File: config.mk
export PLATFORM = sky130hd
export DESIGN_NAME = dma_desc_issuer
export DESIGN_NICKNAME = d
export VERILOG_FILES = /design/src/rtl/dma_pkg.sv /design/src/rtl/dma_desc_issuer.sv
export SDC_FILE = /design/constraint.sdc
export NUM_CORES = 1
export LEC_CHECK = 0
export CORE_MARGIN = 2
export CORE_UTILIZATION = 60
export DETAILED_ROUTE_END_ITERATION = 16
export PLACE_DENSITY_LB_ADDON = 0.1
export SYNTH_ARGS = -nofsm -noshare
export SYNTH_HDL_FRONTEND = slang
export SYNTH_SLANG_ARGS = --single-unit
File: constraint.sdc
create_clock -name pcie_clk -period 15.9 [get_ports pcie_clk]
set_clock_uncertainty 0.2 [all_clocks]
set_input_delay 4.77 -clock pcie_clk [delete_from_list [all_inputs] [get_ports pcie_clk]]
set_output_delay 4.77 -clock pcie_clk [all_outputs]
set_load 0.01 [all_outputs]
File: src/rtl/dma_pkg.sv
// Shared DMA types: issuer FSM states, command record and the chunk splitter.
// Latency: none (types and a pure combinational function).
// Backpressure: n/a.
package dma_pkg;

   localparam int unsigned BEAT_BYTES_DEF = 64;
   localparam int unsigned MAX_CHUNK_DEF  = 4096;

   typedef enum logic [1:0] {
      ST_IDLE      = 2'd0,
      ST_ISSUE     = 2'd1,
      ST_WAIT_DATA = 2'd2,
      ST_DONE      = 2'd3
   } issuer_state_t;

   typedef struct packed {
      logic [63:0] addr;
      logic [31:0] len;
   } dma_cmd_t;

   // Largest piece starting at addr that neither overruns the command nor
   // crosses a max_chunk boundary. max_chunk is a power of two <= 2^27, so
   // only the low 32 address bits take part in the offset.
   function automatic logic [31:0] chunk_len(input logic [63:0] addr,
                                             input logic [31:0] remaining,
                                             input logic [31:0] max_chunk);
      logic [31:0] room;
      room = max_chunk - (addr[31:0] & (max_chunk - 32'd1));
      return (remaining < room) ? remaining : room;
   endfunction

endpackage

File: src/rtl/dma_desc_issuer.sv
// Splits one DMA command into boundary-aligned bypass descriptors and counts the matching stream beats.
// Latency: first descriptor the cycle after command accept; cmd_done the cycle after the last beat.
// Backpressure: one command at a time (s_cmd_ready only in IDLE); loads stall while dsc_byp_ready is low.
module dma_desc_issuer
   import dma_pkg::*;
#(
   parameter int unsigned MAX_CHUNK  = MAX_CHUNK_DEF,
   parameter int unsigned BEAT_BYTES = BEAT_BYTES_DEF
) (
   input  logic        pcie_clk,
   input  logic        pcie_aresetn,
   input  logic        s_cmd_valid,
   output logic        s_cmd_ready,
   input  logic [63:0] s_cmd_addr,
   input  logic [31:0] s_cmd_len,
   input  logic        dsc_byp_ready,
   output logic [63:0] dsc_byp_addr,
   output logic [31:0] dsc_byp_len,
   output logic        dsc_byp_load,
   input  logic        beat_fire,
   output logic        cmd_done,
   output logic        busy,
   output logic        err_extra_beat
);

   localparam logic [31:0] MAX_CHUNK_W  = 32'(MAX_CHUNK);
   localparam logic [31:0] BEAT_BYTES_W = 32'(BEAT_BYTES);

   issuer_state_t state;
   logic [63:0]   cur_addr;
   logic [31:0]   remaining;
   logic [31:0]   exp_beats;
   logic [31:0]   got_beats;

   dma_cmd_t      cmd;
   logic [31:0]   chunk;
   logic [31:0]   chunk_beats;
   logic [31:0]   got_nxt;
   logic          cmd_fire;
   logic          beat_ok;
   logic          beat_bad;

   assign cmd         = '{addr: s_cmd_addr, len: s_cmd_len};
   assign chunk       = chunk_len(cur_addr, remaining, MAX_CHUNK_W);
   // chunk <= 2^27, so the rounding add cannot overflow 32 bits.
   assign chunk_beats = (chunk + BEAT_BYTES_W - 32'd1) / BEAT_BYTES_W;

   // Beats count only while data can legitimately be outstanding.
   assign beat_ok  = beat_fire && (state == ST_ISSUE || state == ST_WAIT_DATA)
                     && !(got_beats == exp_beats && remaining == 32'd0);
   assign beat_bad = beat_fire && !beat_ok;
   assign got_nxt  = got_beats + {31'd0, beat_ok};

   // Reset gates ready and load so nothing is accepted or issued in the reset cycle.
   assign s_cmd_ready  = pcie_aresetn && (state == ST_IDLE);
   assign cmd_fire     = s_cmd_valid && s_cmd_ready;
   assign dsc_byp_load = pcie_aresetn && (state == ST_ISSUE) && dsc_byp_ready;
   assign dsc_byp_addr = cur_addr;
   assign dsc_byp_len  = chunk;
   assign cmd_done     = (state == ST_DONE);
   assign busy         = (state != ST_IDLE);

   // Command FSM, address/length walk and beat accounting.
   always_ff @(posedge pcie_clk) begin
      if (!pcie_aresetn) begin
         state          <= ST_IDLE;
         cur_addr       <= '0;
         remaining      <= '0;
         exp_beats      <= '0;
         got_beats      <= '0;
         err_extra_beat <= 1'b0;
      end else begin
         if (beat_ok)  got_beats      <= got_nxt;
         if (beat_bad) err_extra_beat <= 1'b1;
         case (state)
            ST_IDLE: begin
               if (cmd_fire) begin
                  cur_addr  <= cmd.addr;
                  remaining <= cmd.len;
                  exp_beats <= '0;
                  got_beats <= '0;
                  state     <= (cmd.len != 32'd0) ? ST_ISSUE : ST_DONE;
               end
            end
            ST_ISSUE: begin
               if (dsc_byp_load) begin
                  cur_addr  <= cur_addr + {32'd0, chunk};
                  remaining <= remaining - chunk;
                  exp_beats <= exp_beats + chunk_beats;
                  if (remaining == chunk) state <= ST_WAIT_DATA;
               end
            end
            ST_WAIT_DATA: begin
               // Look at the post-beat count so DONE follows the last beat directly.
               if (got_nxt == exp_beats) state <= ST_DONE;
            end
            default: state <= ST_IDLE;
         endcase
      end
   end

endmodule

==> results of run 1 <==
-- critical path: stages --
cell	delay (ps)
buf_2	80
buf_4	600
inv_2	340
nor2_1	190
clkdlybuf4s50_1	550
-- routing by layer --
layer | part of all wire (%) | up-vias
li1 | - | 6900
met4 | 4.3 | 4
met1 | 41 | 6585
met5 | 0.055 | -
met3 | 7.5 | 117
met2 | 47 | 588
-- power breakdown --
| part | internal (W) | switching, W |
|---|---|---|
| clock network | 0.000225 | 0.000190 |
| logic | 0.000996 | 0.00138 |
| registers | 0.000511 | 0.000136 |
| total | 0.00173 | 0.00171 |
-- registers in the layout, indices dropped and copies added (netlist names) --
signal,count
exp_beats,32
got_beats,32
state,2
dsc_byp_addr,64
err_extra_beat,1
remaining,32
-- synthesized netlist by cell type (47+ instances only) --
| cell type | n |
|---|---|
| nor2_1 | 154 |
| o21ai_0 | 118 |
| ha_1 | 91 |
| dfxtp_1 | 163 |
| nand2_1 | 155 |
| xor2_1 | 66 |
| nand3_1 | 59 |
| clkbuf_1 | 95 |
| and3_1 | 47 |
| xnor2_1 | 82 |
| a21oi_1 | 141 |
| inv_1 | 63 |
| nor3_1 | 49 |
| nand4_1 | 53 |
-- logic make-up (layout without fill, tap and decap cells) --
group | count (synthesis) | after routing | synth area share [%]
AO/OA/AOI/OAI | 512 | 512 | 24.20
flip-flops | 163 | 163 | 23.90
XOR/XNOR | 148 | 148 | 9.494
multiplexers | 39 | 39 | 2.942
adder cells (fa/ha/maj) | 94 | 94 | 8.779
other | 1 | 57 | 0.02747
buffers and inverters | 189 | 290 | 5.783
AND/OR/NAND/NOR | 671 | 671 | 24.87
-- stage by stage --
stage / area, µm² / instances
floorplan: 13860 / 1872
global placement: 15630 / 2227
detailed placement: 15630 / 2227
CTS: 16200 / 2258
global route: 16200 / 2258
finish: 16210 / 2259
-- worst max-delay path by stage --
stage                      start            to  slack (ps)  depth (start not counted)
finish              pcie_aresetn   s_cmd_ready        4360                          5
global route        pcie_aresetn   s_cmd_ready        4310                          5
detailed placement  pcie_aresetn   s_cmd_ready        4420                          5
global placement    pcie_aresetn   s_cmd_ready        4460                          5
floorplan           pcie_aresetn  dsc_byp_load        5210                          4
CTS                 pcie_aresetn   s_cmd_ready        4430                          5
-- cell type report --
class	count	share of cell area, %
Inverter	63	1.459
Tap cell	285	2.200
Multi-Input combinational cell	1520	60.77
Antenna cell	1	0.01544
Clock inverter	13	0.8569
Clock buffer	18	2.710
Timing Repair Buffer	196	11.86
Sequential cell	163	20.13
==> impl_summary.md, run 1 <==
Run status
The flow ran to the end, and the final reports show no timing, DRC or antenna violations.

Route
The count of nets left with antenna violations once routing finished came out at 0. The first-iteration detailed-routing DRC count is around 1200. The number of vias after detailed routing is 14194. After detailed routing, the number of vias per cell comes to approximately 6.3. The routed wirelength normalized by instance count is 18.68 µm. The routed wire length is approximately 42000 µm. After detailed routing, the number of remaining DRC violations is 0.

For this run, the detailed router's first-pass iteration total came to 6.

Power
The completed layout was analyzed and its total power is 0.003438 W. VDD sags by at most around 0.19 mV. The power density over the cells is 212.2 nW/µm².

In this run the static leakage power is 6.408 nW.

STA
Setup slack on the critical path of the routed design comes to 4362 ps. The normalized max-slew margin is between 20 and 25%. The number of max-slew violations in the final report is 0.

The slew at the pin closest to its max-slew limit is 1124 ps. Counting I/O delays and the setup requirement, the final critical path takes 11540 ps. Timing would allow up to 86.67 MHz. Setup repair after global routing left no endpoint under its margin.

In the final timing run, aggregate negative setup slack is 0 ps. The total count of hold-check failures in the final report came to 0. The number of setup violations in the final report is 0. Hold is met by between 200 and 300 ps. In the finished design, the share of the clock period the worst path needs comes to 72.57%.

Yosys
Counting every instance in the synthesized netlist gives 1817. The top-area cell type share of the netlist area is 23.90%. The yosys synthesis warning count is 0. The fraction of registers with async set or reset after synthesis is 0%. The cell taking the most area after synthesis is dfxtp_1. The netlist uses 77 different library cells. The synthesized area is 13650 µm².

Synthesis inferred 163 register bits. After synthesis, flip-flops and latches occupy 23.90% of the total area. By area the synthesized netlist is led by dfxtp_1 24%, ha_1 8.3%, xnor2_1 5.3%. The predominant post-synthesis flop cell is dfxtp_1. Counting flops with a built-in enable in the synthesized netlist gives 0.

The per-instance average area after synthesis is 7.514 µm².

Floorplanning
The area of the placeable core is 22500 µm². The floorplan step defined a die boundary enclosing 23980 µm². The die is roughly 150 µm wide. The initial utilization of the core area, before any placement, comes to 60.67%.

around 200 I/O pins were placed. The height of the die is ~150 µm. Row generation in the floorplan step produced 55 rows.

Worst setup path
In this run the register-to-register setup slack is 8040 ps. The worst setup path is captured at a primary output. The worst setup path is of the primary input to primary output kind.

The critical register-to-register path endpoint is exp_beats[29]. The type of element launching the critical path is a primary input. Along the worst path, the maximum fanout reaches 70. The worst register-to-register path begins at dsc_byp_addr[2].

At the worst endpoint, the required time is 10930 ps. Data arrives at the worst endpoint at 6570 ps. For the worst flop-to-flop path, the logic depth is 24.

Finish
The combined area of the multi-input logic cells is ~9800 µm². The total number of nets in the final design is 2156. Cells with a size suffix above 1 make up 4.156% of the layout. At the end of the flow the core is filled with cells to 72.02%. Relative to the synthesized area, the layout overhead comes to 18.70%.

The library cells used most frequently in the layout, excluding fill and tap cells, are 181 x clkdlybuf4s50_1, 163 x dfxtp_1, 155 x nand2_1. The sequential cell area is 3263 µm². The library cell used most frequently in the layout, excluding fill and tap cells, is clkdlybuf4s50_1. The layout has 1897 filler cells.

CTS
Buffers inserted to repair hold after CTS numbered 0. In this run, CTS created clock tree buffers numbering 17. The number of buffers on the longest clock path is 2. The TritonCTS clock tree is done. The buffer count from post-CTS setup fixing is 0. The number of sinks on the clock net is ~160. The clock-pin slew reported for the worst setup and hold paths after clock tree synthesis is 70 ps. The deepest level of the CTS H-tree is 4. The clock root buffer master is clkbuf_16.

For the worst-skew pair, the clock arrives at the later sink with an insertion delay of 430 ps. The number of cells upsized or downsized after cts is 0.

Global route
The via count of the first global-routing pass came to 13077. The met1 track demand over resource in global routing is 42.50%. The initial antenna violation count came to 3. The maximum number of pins on one net before global-route repair is 101. For met2 alone, demand over resource in global routing was a little under three fifths. For met3 alone, demand over resource in global routing was under 10%.

In this run the most used layer during global routing was met2. Global routing used 34.21% of the available tracks across all layers. The total overflow left after global routing is 0.

The first global-routing pass estimated 66510 µm of wire.

Run
The max-capacitance violation count is 0.

Place
The detailed placement HPWL is 31010 µm. The global placer's final weighted congestion is ~0.94. The count of port buffers added during placement is 182. The pre-CTS setup slack is approximately 4400 ps.

Min path
The endpoint of the worst hold path is err_extra_beat. The startpoint of the tightest hold check path is err_extra_beat. The number of cells on the worst hold path is 1. The path class of the tightest hold or removal check is flop to flop.
Power figures use the tool's default switching activity.
==> run 2: changes to the inputs <==
--- a/config.mk
+++ b/config.mk
@@ -6,7 +6,7 @@
 export NUM_CORES = 1
 export LEC_CHECK = 0
 export CORE_MARGIN = 2
-export CORE_UTILIZATION = 60
+export CORE_UTILIZATION = 51
 export DETAILED_ROUTE_END_ITERATION = 16
 export PLACE_DENSITY_LB_ADDON = 0.1
 export SYNTH_ARGS = -nofsm -noshare
==> constraint.sdc (replaced) <==
create_clock -name pcie_clk -period 9.9 [get_ports pcie_clk]
set_clock_uncertainty 0.2 [all_clocks]
set_input_delay 2.97 -clock pcie_clk [delete_from_list [all_inputs] [get_ports pcie_clk]]
set_output_delay 2.97 -clock pcie_clk [all_outputs]
set_load 0.01 [all_outputs]
==> impl_summary.md, run 2 (synthesis results as in run 1) <==
STA
The top achievable clock speed is between 100 and 150 MHz. Setup repair after global routing left no endpoint under its margin. The total negative setup slack is 0 ps (unchanged). The share of the cycle needed by the critical path after routing is 83.38%. The time the worst path needs with I/O delays and setup is 8254 ps. The total count of hold-check failures in the final report came to 0 (unchanged). The normalized max-slew margin came to 24.19% (-0.71 points). The number of setup violations in the final report is 0 (unchanged).

The slew at the pin closest to its max-slew limit is 1134 ps (+10.68 ps). The number of max-slew violations in the final report came to 0 (unchanged).

Finish
The commonest non-fill, non-tap cell in the layout is clkdlybuf4s50_1. The total number of nets in the final design came to 2155 (-0.046%). The number of flip-flops under the largest register name is 64 (unchanged). The area overhead of the layout relative to synthesis is 19.11%. Leaving out fill and tap cells, the most frequent cells in the layout are 181 x clkdlybuf4s50_1, 163 x dfxtp_1, 155 x nand2_1.

The cell area after layout is 16260 µm² (+0.34%). The fraction of layout instances using a drive strength above 1 was 4.105% (-0.051 points).

Global route
The residual overflow from global routing is 0 (unchanged). The initial antenna violation count is 2 (-1). The wire length of the first global-routing pass is 69590 µm (+4.6%). The maximum number of pins on one net before global-route repair is 103 (+2.0%). The overall global routing resource usage came to 30.61% (-3.6 points). The via count of the first global-routing pass is 13226 (+1.1%).

Run status
The run finished with clean final reports.

Run
The max-capacitance violation count was 0 (unchanged).

Route
In this run the top signal layer used is met5. The detailed-routing wirelength on met1 is 19120 µm (+9.5%). The iteration count of the initial detailed-routing pass is 6 (unchanged). The met3 wire length was 2973 µm (-6.6%). The number of vias per cell after detailed routing is 6.155 (-2.0%).

The routed wirelength normalized by instance count is 19.12 µm (+2.3%). The number of vias after detailed routing is 14217 (+0.16%). The number of routed nets with antenna violations came to 0 (unchanged). The met2 layer wire length in the routed design is 20070 µm (+1.8%).

The total DRC errors in the routed layout is 0 (unchanged). The first-iteration detailed-routing DRC count is 1021 (-12%). The routed wire length is 44160 µm (+4.6%).

CTS
The number of sinks on the clock net is 163 (unchanged). The TritonCTS buffer count came to 17 (unchanged). The clock root buffer master is clkbuf_16. The number of buffers on the longest clock path is 2 (unchanged). The clock network latency to the later pin of the worst-skew pair is 440 ps (about the same). The TritonCTS clock tree is done.

The deepest level of the CTS H-tree is 4 (unchanged). The number of cells upsized or downsized after cts was 0 (unchanged). The post-cts hold buffer count was 0 (unchanged).

The buffer count from post-CTS setup fixing is 0 (unchanged). The clock-pin slew reported for the worst setup and hold paths after clock tree synthesis is 80 ps (about the same).

Min path
The path class of the lowest-slack min-delay path is flop to flop. For hold timing, the worst endpoint is remaining[0]. The startpoint of the tightest hold check path is remaining[0]. The number of cells on the worst hold path came to 2 (+1).

Power
The peak ir drop on the vdd network is 0.2214 mV (+16%). The power density over the cells came to 342.0 nW/µm² (+61%). The power consumption is 0.005561 W (+62%). The static leakage power came to 6.408 nW (about the same).

Place
The detailed placement HPWL is 32080 µm (+3.4%). The count of port buffers added during placement is 182 (unchanged). The placed cell area is 15680 µm² (+0.35%). The global placer's final weighted congestion came to 0.9567 (+1.5%).

Worst setup path
The endpoint class of the critical path is a primary output. The data arrival time of the critical path is 5080 ps (-1490 ps). The count of cells along the worst register-to-register path is 25 (+4.2%). The type of element launching the critical path is a flop.

The largest fanout of any net on the critical path was 17 (-76%). The worst-case register-to-register setup slack is 2100 ps (-5940 ps). The worst reg2reg path startpoint is dsc_byp_addr[2]. The worst register-to-register path ends at exp_beats[31].

The required time at the endpoint of the critical path is 6730 ps (-4200 ps). The category of the critical setup timing path is flop to primary output.

Floorplanning
The die boundary width is 167.6 µm (+8.2%). The number of placed I/O pins was 202 (unchanged). The area of the placeable core is 26210 µm² (+16%).

The area of the die is 28090 µm² (+17%). The height of the die is 167.6 µm (+8.2%). The site row count was 59 (+7.3%).

The initial core utilization is 52.10% (-8.6 points).
==> run 2: cell count changes in the layout (fill, tap and decap cells not counted), sizes merged <==
cell,previous run,this run
inv,70,69
diode,1,2
clkinv,4,7
buf,15,14
clkinvlp,1,0
==> run 2: report_power, final <==
group          switching [W]  internal, W  leakage (nW)
logic                0.00225      0.00160          4.79
clock network       0.000316     0.000356         0.286
registers           0.000221     0.000820          1.33
total                0.00278      0.00278          6.41
==> run 2: worst max-delay path, cell delays in order (launching register included) <==
cell and delay (ps):
dfxtp_1 390, or4_1 560, nor2_1 140, nand2_1 110
or4_1 430, xnor2_1 170, ha_1 300, and3_1 150
nand4_1 150, a211oi_1 280, or3_1 670, mux2i_1 570
inv_1 200, clkdlybuf4s50_1 520
==> run 2: worst max path at each step <==
stage | startpoint | endpoint | slack, ps | cells past startpoint
3_3_place_gp | dsc_byp_addr[2] | dsc_byp_len[7] | 2310 | 13
6_report | dsc_byp_addr[2] | dsc_byp_len[7] | 1650 | 13
5_1_grt | dsc_byp_addr[2] | dsc_byp_len[7] | 1330 | 13
4_1_cts | dsc_byp_addr[2] | dsc_byp_len[7] | 1690 | 13
2_1_floorplan | pcie_aresetn | dsc_byp_load | 2810 | 4
3_5_place_dp | dsc_byp_addr[2] | dsc_byp_len[7] | 2180 | 13
==> run 2: through the flow <==
stage                     hold WS [ps]  cells  setup WS, ps  util, %
after global routing             297.7   2308          1328    62.03
after floorplan                  231.9   1872          2811        -
after global placement           239.5   2276          2309    59.84
after detailed placement         244.0   2276          2182    59.84
after CTS                        253.6   2308          1692    62.03
final                            254.9   2310          1646    62.05
==> run 2: area by class of cell <==
type,instances,area (µm²)
clock inverter,14,146.4
antenna,2,5.005
sequential,163,3263
clock buffer,18,429.2
inverter,63,236.5
fill,2398,9945
timing repair buffer,195,1914
tap,335,419.2
multi-input combinational,1520,9848
==> run 2: per-layer routing <==
| layer | global-route usage (%) | vias up |
|---|---|---|
| met5 | 0 | - |
| li1 | - | 6894 |
| met2 | 49.88 | 553 |
| met4 | 14.22 | 2 |
| met1 | 39.47 | 6662 |
| met3 | 5.436 | 106 |
==> run 3: changes to the inputs <==
==> constraint.sdc (replaced) <==
create_clock -name pcie_clk -period 7.5 [get_ports pcie_clk]
set_clock_uncertainty 0.2 [all_clocks]
set_input_delay 2.25 -clock pcie_clk [delete_from_list [all_inputs] [get_ports pcie_clk]]
set_output_delay 2.25 -clock pcie_clk [all_outputs]
set_load 0.01 [all_outputs]
==> impl_summary.md, run 3 (synthesis results as in run 1) <==
Run status
The run finished with clean final reports.

Finish
The commonest non-fill, non-tap cell in the layout is clkdlybuf4s50_1. The total number of nets in the final design came to 2169 (+0.65%). The number of flip-flops under the largest register name is 64 (unchanged).

Relative to the synthesized area, the layout overhead comes to 20.01%. The final instance count without filler cells is 2325 (+0.65%). In the layout the commonest cells are 181 x clkdlybuf4s50_1, 163 x dfxtp_1, 155 x nand2_1. The fraction of layout instances using a drive strength above 1 came to 4.884% (+0.78 points). The share of the core filled with cells is 62.53% (+0.47 points).

Global route
The via count of the first global-routing pass is 13075 (-1.1%). The wire length of the first global-routing pass was 69230 µm (-0.51%). The overall global routing resource usage is 30.50% (-0.11 points). The maximum number of pins on one net before global-route repair was 70 (-32%). The initial antenna violation count is 1 (-1). The residual overflow from global routing came to 0 (unchanged).

Worst setup path
The largest fanout of any net on the critical path is 12 (-5). The highest-delay cell along the critical path is or4_1. The required time at the endpoint of the critical path is 5050 ps (-1680 ps). The worst setup path is launched from a flop. The dominant delay contributor by cell family on the critical path is simple AND/OR/NAND/NOR gates.

The critical path is of the flop to primary output type. STA classifies the critical path endpoint as a primary output. The signal on the critical path passes through or4_1, nor2_1, nand2_1, nor3_1, xnor2_1, inv_1, ha_1, a21o_1, a21o_1, a21oi_1, o221ai_2, or3_4, buf_4, mux2i_1, inv_1, clkdlybuf4s50_1. The number of buffer and inverter stages on the critical path is 4 (+2). The data arrival time of the critical path is 4720 ps (-360 ps).

The largest incremental delay on the critical path was 560 ps (-110 ps).

CTS
The number of buffers on the longest clock path is 2 (unchanged). The post-cts hold buffer count is 0 (unchanged). The clock-pin slew reported for the worst setup and hold paths after clock tree synthesis is 80 ps (about the same). The deepest level of the CTS H-tree was 4 (unchanged).

The clock network latency to the later pin of the worst-skew pair is 440 ps (about the same). The number of sinks on the clock net is 163 (unchanged). The TritonCTS buffer count was 17 (unchanged). The TritonCTS clock tree is done.

The buffer count from post-CTS setup fixing came to 0 (unchanged). The clock root buffer master is clkbuf_16.

Power
The static leakage power is 6.469 nW (+0.94%). The power density over the cells was 450.8 nW/µm² (+32%). The peak ir drop on the vdd network was 0.3353 mV (+51%).

STA
Of the available clock period, the critical path in the final layout requires 95.66%. The top achievable clock speed is 139.4 MHz. The setup slack of the critical path after layout is 325.2 ps (-1321 ps). The total count of hold-check failures in the final report was 0 (unchanged).

The total negative setup slack is 0 ps (unchanged). Setup repair after global routing left no endpoint under its margin. The slew at the pin closest to its max-slew limit is 1083 ps (-51.93 ps). For the finished layout, the period the worst path requires is 7175 ps. The number of max-slew violations in the final report is 0 (unchanged). The number of setup violations in the final report is 0 (unchanged).

The normalized max-slew margin is 27.66% (+3.5 points).

Floorplanning
The area of the die is 28090 µm² (unchanged). The number of placed I/O pins is 202 (unchanged). The die boundary width was 167.6 µm (unchanged). The height of the die is 167.6 µm (unchanged). The area of the placeable core came to 26210 µm² (unchanged). The site row count is 59 (unchanged). The initial core utilization is 52.10% (unchanged).

Route
The number of routed nets with antenna violations is 0 (unchanged). The routed wire length was 43970 µm (-0.43%). The routed wirelength normalized by instance count is 18.91 µm (-1.1%). The first-iteration detailed-routing DRC count is 1049 (+2.7%). The number of vias after detailed routing is 14178 (-0.27%).

The iteration count of the initial detailed-routing pass is 6 (unchanged). The total DRC errors in the routed layout came to 0 (unchanged). The number of vias per cell after detailed routing is 6.098 (-0.92%).

Place
The pre-CTS setup slack is 319.8 ps (-1862 ps). The detailed placement HPWL is 32540 µm (+1.4%). The global placer's final weighted congestion came to 0.9349 (-2.3%). The count of port buffers added during placement is 182 (unchanged). The cell total after placement was 2290 (+0.62%).

Min path
The min-delay analysis places its worst path in the category flop to flop.

Run
The max-capacitance violation count came to 0 (unchanged).
run 3: cell types whose count changed in the layout (fill, tap and decap cells not counted), moves of 2 or more:
cell        delta
buf_4         +14
clkinv_4       -3
clkinvlp_4     +3
clkinv_2       -2
diode_2        +2
run 3: what timing repair did:
action,4_1_cts,5_1_grt
setup endpoints to repair,0,37
resized for setup,0,4
endpoints found under the hold margin,0,0
run 3: area by class of cell:
type	count	area (µm²)
multi-input combinational	1520	9857
fill	2394	9821
sequential	163	3263
timing repair buffer	209	2019
clock buffer	18	439.2
tap	335	419.2
inverter	63	236.5
clock inverter	13	141.4
antenna	4	10.01
run 3: path summary, 6_finish.rpt:
| check | from | depth (start not counted) | slack, ps | end |
|---|---|---|---|---|
| max | dsc_byp_addr[2] | 16 | 330 | dsc_byp_len[6] |
| min reg2reg | remaining[0] | 2 | 270 | remaining[0] |
| min | remaining[0] | 2 | 270 | remaining[0] |
| max reg2reg | dsc_byp_addr[2] | 27 | 440 | exp_beats[25] |
run 3: power breakdown:
group | internal [W] | switching [W]
clock network | 0.000478 | 0.000420
logic | 0.00215 | 0.00296
registers | 0.00108 | 0.000292
total | 0.00371 | 0.00367
run 3: routing by layer:
metal / track usage [%] / share of wire, % / up-vias / wire, µm
li1: - / - / 6919 / -
met2: 51.22 / 47 / 452 / 20570
met5: 0 / 0 / - / 0
met3: 4.231 / 5.5 / 96 / 2430
met1: 39.64 / 44 / 6711 / 19390
met4: 12.06 / 3.6 / 0 / 1575
run 3: per-stage QoR:
| stage | hold WS [ps] | total power [W] | instance area, µm² |
|---|---|---|---|
| after floorplan | 231.9 | 0.004811 | 13860 |
| after global placement | 239.8 | 0.006315 | 15790 |
| after detailed placement | 244.9 | 0.006377 | 15790 |
| after CTS | 261.6 | 0.007302 | 16370 |
| after global routing | 300.6 | 0.007949 | 16380 |
| final | 265.5 | 0.007387 | 16390 |
run 3: worst min-delay path, cell delays in order (launching register included):
cell     delay (ps)
dfxtp_1         320
nand2_1          50
a21oi_1          50
